**config.mk**
```make
export PLATFORM = sky130hd
export DESIGN_NAME = difftest_trap_collector
export DESIGN_NICKNAME = d
export VERILOG_FILES = /design/src/rtl/difftest_trap_collector.sv
export SDC_FILE = /design/constraint.sdc
export NUM_CORES = 1
export LEC_CHECK = 0
export ABC_AREA = 0
export BUFFER_PORTS_ARGS = -buffer_cell sky130_fd_sc_hd__buf_2
export CELL_PAD_IN_SITES_DETAIL_PLACEMENT = 0
export CELL_PAD_IN_SITES_GLOBAL_PLACEMENT = 1
export CORE_ASPECT_RATIO = 0.75
export CORE_UTILIZATION = 37
export DETAILED_ROUTE_END_ITERATION = 7
export PLACE_DENSITY = 0.93
export SETUP_SLACK_MARGIN = 0.15
export SYNTH_ARGS = -nofsm -noshare
export SYNTH_HDL_FRONTEND = slang
export SYNTH_SLANG_ARGS = --single-unit
```
**constraint.sdc**
```tcl
create_clock -name clock -period 7.4 [get_ports clock]
set_input_delay 0.74 -clock clock [delete_from_list [all_inputs] [get_ports clock]]
set_output_delay 0.74 -clock clock [all_outputs]
set_load 0.03 [all_outputs]
```
**src/rtl/difftest_trap_collector.sv**
```systemverilog
// Commit-stage feeder for the difftest trap-event sink: counts cycles and retired instructions,
// latches the trap PC/code, flags WFI stalls, and requests a core halt. Optional cycle limit: DIFFTEST_TRAP_CYCLE_LIMIT_EN.
module difftest_trap_collector #(
    parameter int unsigned COMMIT_WIDTH = 2,
    parameter int unsigned WFI_TIMEOUT  = 1024,
    parameter logic [7:0]  CORE_ID      = 8'd0,
    parameter logic [63:0] MAX_CYCLES   = 64'd1_000_000
) (
    input  logic                        clock,
    input  logic                        reset_n,
    input  logic [COMMIT_WIDTH-1:0]     commit_valid,
    input  logic [COMMIT_WIDTH-1:0]     commit_is_trap,
    input  logic [64*COMMIT_WIDTH-1:0]  commit_pc,
    input  logic [32*COMMIT_WIDTH-1:0]  commit_code,
    input  logic                        wfi_active,
    output logic                        enable,
    output logic                        io_hasTrap,
    output logic [63:0]                 io_cycleCnt,
    output logic [63:0]                 io_instrCnt,
    output logic                        io_hasWFI,
    output logic [31:0]                 io_code,
    output logic [63:0]                 io_pc,
    output logic [7:0]                  io_coreid,
    output logic                        halt_req
);

    localparam int unsigned CNT_W = $clog2(COMMIT_WIDTH + 1);
    localparam int unsigned WFI_W = $clog2(WFI_TIMEOUT) + 1;
`ifdef DIFFTEST_TRAP_CYCLE_LIMIT_EN
    localparam bit LIMIT_EN = 1'b1;
`else
    localparam bit LIMIT_EN = 1'b0;
`endif

    typedef enum logic {RUN, HALTED} state_t;

    state_t             state_q, state_d;
    logic [WFI_W-1:0]   wfi_cnt_q, wfi_cnt_d;
    logic               enable_d, has_trap_d, has_wfi_d, halt_d;
    logic [63:0]        cycle_d, instr_d, pc_d;
    logic [31:0]        code_d;

    logic               trap_hit, any_valid, limit_hit;
    logic [CNT_W-1:0]   lane_cnt;
    logic [63:0]        trap_pc, top_pc, forced_pc, cycle_nxt;
    logic [31:0]        trap_code;

    // Lane scan: count valid lanes up to and including the oldest trapping lane.
    always_comb begin
        trap_hit  = 1'b0;
        any_valid = 1'b0;
        lane_cnt  = '0;
        trap_pc   = '0;
        trap_code = '0;
        top_pc    = '0;
        for (int i = 0; i < int'(COMMIT_WIDTH); i++) begin
            if (commit_valid[i]) begin
                any_valid = 1'b1;
                top_pc    = commit_pc[64*i +: 64];
                if (!trap_hit) begin
                    lane_cnt = lane_cnt + CNT_W'(1);
                    if (commit_is_trap[i]) begin
                        trap_hit  = 1'b1;
                        trap_pc   = commit_pc[64*i +: 64];
                        trap_code = commit_code[32*i +: 32];
                    end
                end
            end
        end
    end

    assign cycle_nxt = io_cycleCnt + 64'd1;
    assign limit_hit = LIMIT_EN && (cycle_nxt == MAX_CYCLES);

`ifdef DIFFTEST_TRAP_CYCLE_LIMIT_EN
    logic [63:0] last_pc_q;

    always_ff @(posedge clock) begin
        if (!reset_n) begin
            last_pc_q <= '0;
        end else if (state_q == RUN && any_valid) begin
            last_pc_q <= top_pc;
        end
    end

    assign forced_pc = any_valid ? top_pc : last_pc_q;
`else
    assign forced_pc = 64'd0;
`endif

    // Next-state and next-snapshot logic.
    always_comb begin
        state_d    = state_q;
        wfi_cnt_d  = wfi_cnt_q;
        enable_d   = enable;
        has_trap_d = io_hasTrap;
        has_wfi_d  = 1'b0;
        halt_d     = halt_req;
        cycle_d    = io_cycleCnt;
        instr_d    = io_instrCnt;
        pc_d       = io_pc;
        code_d     = io_code;
        case (state_q)
            RUN: begin
                enable_d = 1'b1;
                cycle_d  = cycle_nxt;
                instr_d  = io_instrCnt + 64'(lane_cnt);
                if (trap_hit || limit_hit) begin
                    has_trap_d = 1'b1;
                    halt_d     = 1'b1;
                    wfi_cnt_d  = '0;
                    state_d    = HALTED;
                    pc_d       = trap_hit ? trap_pc : forced_pc;
                    code_d     = trap_hit ? trap_code : 32'hFFFF_FFFF;
                end else if (!wfi_active || any_valid) begin
                    wfi_cnt_d = '0;
                end else if (wfi_cnt_q == WFI_W'(WFI_TIMEOUT - 1)) begin
                    has_wfi_d = 1'b1;
                    wfi_cnt_d = '0;
                end else begin
                    wfi_cnt_d = wfi_cnt_q + WFI_W'(1);
                end
            end
            HALTED: begin
                enable_d  = 1'b0;
                halt_d    = 1'b1;
                wfi_cnt_d = '0;
            end
            default: state_d = RUN;
        endcase
    end

    always_ff @(posedge clock) begin
        if (!reset_n) begin
            state_q     <= RUN;
            wfi_cnt_q   <= '0;
            enable      <= 1'b0;
            io_hasTrap  <= 1'b0;
            io_cycleCnt <= '0;
            io_instrCnt <= '0;
            io_hasWFI   <= 1'b0;
            io_code     <= '0;
            io_pc       <= '0;
            io_coreid   <= CORE_ID;
            halt_req    <= 1'b0;
        end else begin
            state_q     <= state_d;
            wfi_cnt_q   <= wfi_cnt_d;
            enable      <= enable_d;
            io_hasTrap  <= has_trap_d;
            io_cycleCnt <= cycle_d;
            io_instrCnt <= instr_d;
            io_hasWFI   <= has_wfi_d;
            io_code     <= code_d;
            io_pc       <= pc_d;
            io_coreid   <= CORE_ID;
            halt_req    <= halt_d;
        end
    end

endmodule
```
## Word level (Yosys, flattened, before mapping)

Cells that the tools add are included.

- Bits of input ports: 199
- Logic and storage cells: 52
- Register bits after elaboration: 240

- Bitwise operators: 2
- Equality and inequality tests: 2
- Mux-type cells: 30
- Reductions and logical operators: 4
- Add/sub/neg operators: 4

Operator list:

| cell | number |
|---|---|
| two-way mux 64 bit | 5 |
| two-way mux 32 bit | 5 |
| adder 64 x 1 -> 64 bit, second input constant | 1 |
| adder 64 x 2 -> 64 bit | 1 |
| two-way mux 11 bit | 3 |
| one-hot mux 11 bit (2 select lines) | 1 |
| two-way mux 1 bit | 12 |
| adder 11 x 1 -> 11 bit, second input constant | 1 |
| equality test 11 x 10 -> 1 bit, second input constant | 1 |
| two-way mux 2 bit | 2 |
| one-hot mux 1 bit (2 select lines) | 2 |
| OR reduction 4 bit | 1 |
| adder 2 x 1 -> 2 bit, second input constant | 1 |
| inequality test 2 bit, second input constant | 1 |
| NOT 1 bit | 2 |
| AND reduction 2 bit | 1 |
| logical NOT 1 bit | 1 |
| logical OR 1 bit | 1 |

## Depth between registers and ports, before layout

- Depth in word-level cells: 6
- Mapped depth: 14
- Mapped depth without buffers: 12

## Worst setup path after synthesis

No wires, ideal clock.

- Kind: input to register
- Start: in commit_valid[1]
- End: reg io_instrCnt[44]
- Stages on the path: 13
- Library setup time: 70 ps
- Setup slack: 3790 ps
- Arrival time: 3539 ps
- Cell sequence: nand2_1 or2_2 inv_1 nor2_1 ha_1 inv_1 fa_1 nor3b_1 nand4_1 or4_1 buf_2 or4_1 a21oi_1

- Cells in the longest elaborated chain, start to end: 2

Ends and longest elaborated chain:

| what | line | RTL |
|---|---|---|
| from (decl) | 11 | `input logic [COMMIT_WIDTH-1:0] commit_valid,` |
| two-way mux 2 bit | 57 | `if (commit_valid[i]) begin` |
| adder 64 x 2 -> 64 bit | 107 | `instr_d = io_instrCnt + 64'(lane_cnt);` |
| to (signal assigned) | 152 | `io_instrCnt <= instr_d;` |
| to (decl) | 19 | `output logic [63:0] io_instrCnt,` |

Every way passes these cells.
A chain may end at the register's enable or synchronous reset.

## Worst setup path after layout

- Start: in commit_valid[0]
- End: reg io_instrCnt[44]

- Cells in the longest elaborated chain, start to end: 5
- Elaborated cells between the ends (all ways): 6
- Classes of those cells: add/sub (2); mux (4)

Ends and longest elaborated chain:

| what | line | RTL |
|---|---|---|
| two-way mux 1 bit | 57 |  |
| adder 2 x 1 -> 2 bit | 61 | `lane_cnt = lane_cnt + CNT_W'(1);` |
| two-way mux 2 bit | 60 | `if (!trap_hit) begin` |
| two-way mux 2 bit (*) | 57 |  |
| adder 64 x 2 -> 64 bit (*) | 107 |  |

Mark *: on every way between the ends. The rest lies on a longest branch, timed or not.

==> impl_metrics.py <==
metrics = {
    "finish": {
        "syn_to_final_growth_pct": 30.6,
        "final_common_cell": "buf_2",
        "nNetsFinal": 1851,
        "final-instance-count-excl-fill": 2052,
        "antenna_cells": 0,
        "drive_above_1_share_pct": 29.4,
        "layout_common_cells": "buf_2 (426), dfxtp_1 (240), nor2_1 (201), nor3_1 (108), a221oi_1 (95)",
    },
    "floorplan": {
        "coreArea_mm2": 0.0282,
        "fp.dieH_um": 149,
        "start_util_pct": 37.8,
        "die_w_um": 198,
        "die_area_mm2": 0.0295,
        "rows": 53,
        "pin_count": 435,
    },
    "logic_synthesis": {
        "synthAdderAreaFrac_pct": 0.657,
        "synth_top_family_by_area": "simple AND/OR/NAND/NOR gates",
        "synth-compound-area-share_pct": 13.8,
        "synth_ff_type": "dfxtp_1",
        "yosysWarnings": 0,
        "synth-async-reset-ratio_pct": 0,
        "synth_cells": 1268,
        "synthXorXnorAreaFrac_pct": 5.92,
        "muxShareOfSynthArea_pct": 0.751,
        "synth_area_per_cell_um2": 8.41,
        "syn_area_mm2": 0.0107,
        "netlist.area_leader.share_pct": 45.1,
        "synth_edf_count": 0,
        "ys_types": 46,
        "synth_area_leaders": "dfxtp_1 (45%), a221oi_1 (7.8%), nor2_1 (7.1%)",
        "synth-simple-area-share_pct": 29.4,
        "yosysTopAreaCell": "dfxtp_1",
        "synth_seq_cells": 240,
        "synth-seq-area-share_pct": 45.1,
    },
    "pwr": {
        "peakVddDrop_uv": 133,
        "p_per_area_mw_per_mm2": 229,
        "leakagePower_nw": 5.73,
    },
    "global_routing": {
        "grt-ovfl-total": 0,
        "grt_pass1_wl_um": 54000,
        "grt_max_degree": 133,
        "grt_usage_pct": 22.6,
        "antenna_found_initial": 0,
        "grt_pass1_vias": 9941,
    },
    "place": {
        "gp_congestion": 0.894,
        "dpl.cell_count": 2004,
        "hpwl_um": 26000,
        "port_buffers": 426,
    },
    "drt": {
        "vias": 11200,
        "drt_pass1_iterations": 5,
        "drc": 0,
        "routedWlPerCell_um": 17.2,
        "vias_per_cell": 5.48,
        "wl_um": 35300,
        "drtIter0Drc": 840,
        "ant_nets": 0,
    },
    "clock_network": {
        "cts_tree": "built",
        "cts-root-buf": "clkbuf_16",
        "cts.sink_count": 240,
        "numCtsBuffers": 26,
        "cts.clk_slew.worst_paths_ns": 0.07,
        "cts_buffer_depth": 3,
        "post_cts_buffers": 0,
        "cts-resized-gates": 0,
        "clock_latency_ns": 0.52,
        "cts.htree.levels": 1,
        "holdBufCountCts": 0,
    },
    "timing": {
        "period_share_pct": 59.2,
        "worst_pin_slew_ns": 1.30,
        "finalClockSkew_ns": 0.0112,
        "fmax_mhz": 228,
        "slew_headroom_pct": 12.9,
        "setup_viol": 0,
        "fin_crit_ns": 4.38,
        "fin_setup_tns_ns": 0,
        "rsz0062_at_grt": "false",
        "hold_viol": 0,
        "report.final.slew_viol_count": 0,
    },
    "worst_setup_path": {
        "crit_path_top_delay_cell": "or4_1",
        "path_max_fanout": 18,
        "required_ns": 7.84,
        "crit_chain": "buf_2 -> nand2_1 -> or2_2 -> inv_1 -> nor2_1 -> ha_1 -> inv_1 -> fa_1 -> nor3b_1 -> nand4_1 -> or4_1 -> or4_1 -> a21oi_1",
        "slowest_delay_ns": 0.98,
        "cp-start-kind": "input port",
        "critical_path_arrival_ns": 4.82,
        "setup.worst_path.class": "input port to flip-flop",
        "end_kind": "flip-flop",
    },
    "outcome": {
        "status": "complete, no violations",
    },
    "hold_path": {
        "min_path_type": "flip-flop to flip-flop",
    },
    "run": {
        "drv_cap": 0,
    },
}
-- area by class of cell --
class / count / area [µm²]
fill: 2710 / 14300
multi-input combinational: 922 / 5440
sequential: 240 / 4800
timing repair buffer: 431 / 2170
clock buffer: 36 / 749
tap: 385 / 482
clock inverter: 12 / 166
inverter: 26 / 103
-- stage by stage --
step / setup slack [ns] / hold WS [ns] / utilization, % / instance area (µm²) / total power, mW
final: 3.02 / 0.446 / 49.4 / 13900 / 3.18
after floorplan: 3.79 / 0.411 / - / 10700 / 1.66
after global routing: 2.79 / 0.480 / 49.4 / 13900 / 3.31
after detailed placement: 2.55 / 0.439 / 46.1 / 13000 / 1.82
after global placement: 2.81 / 0.425 / 46.1 / 13000 / 1.81
after CTS: 3.12 / 0.448 / 49.4 / 13900 / 3.21
-- synth_stat cells (4+ instances only) --
cell type and n:
dfxtp_1 240, nor2_1 202, nor3_1 108, a221oi_1 95, clkbuf_1 70, nand3_1 61, a21oi_1 54, nand2_1 54
nand4_1 45, xnor2_1 40, nor4_1 33, o21ai_0 32, xor2_1 32, or3_1 31, inv_1 25, or4_1 23
o31ai_1 17, and3_1 15, and4_1 11, buf_4 8, mux2i_1 8, nand2b_1 8, and2_1 7, or2_2 7
buf_1 6, ha_1 4
-- metal layers --
metal	wire length (µm)	part of all wire, %	vias to the layer above	global-route usage, %
li1	-	-	5419	-
met1	15900	45	5305	32.7
met2	15900	45	451	34.0
met3	2590	7.3	65	4.05
met4	967	2.7	0	6.43
met5	0	0	-	0
-- power breakdown --
group | switching, mW | leakage [nW] | internal (mW)
combinational | 0.281 | 3.32 | 0.137
sequential | 0.0305 | 1.95 | 1.35
clock | 0.542 | 0.452 | 0.847
total | 0.854 | 5.73 | 2.33
-- flip-flops by register name (all words and copies together), names as in the netlist --
register / cells
enable: 1
halt_req: 1
io_code: 32
io_cycleCnt: 64
io_hasTrap: 1
io_hasWFI: 1
io_instrCnt: 64
io_pc: 64
state_q: 1
wfi_cnt_q: 11
-- cells by family after synthesis --
| group | after synthesis |
|---|---|
| AOI/OAI and AO/OA | 209 |
| DFF | 240 |
| and+or+nand+nor | 620 |
| adders and majority gates | 5 |
| xor gates and xnor gates | 72 |
| buffers and inverters | 113 |
| other | 1 |
| muxes | 8 |
-- critical path: cells and delay by family --
| family | cells | cell delay [ns] |
|---|---|---|
| AND/OR/NAND/NOR | 7 | 3.08 |
| AO/OA/AOI/OAI | 1 | 0.15 |
| adder cells (fa/ha/maj) | 2 | 0.60 |
| buffers and inverters | 3 | 0.24 |
-- worst paths after layout --
check | startpoint | to | slack [ns] | cells after the start
setup / recovery | commit_valid[0] | io_instrCnt[44] | 3.02 | 13
setup reg to reg | io_instrCnt[0] | io_instrCnt[44] | 3.41 | 8
hold / removal | wfi_cnt_q[0] | wfi_cnt_q[0] | 0.45 | 1
hold reg to reg | wfi_cnt_q[0] | wfi_cnt_q[0] | 0.45 | 1
Note: power is estimated with default switching activity, not from simulation.
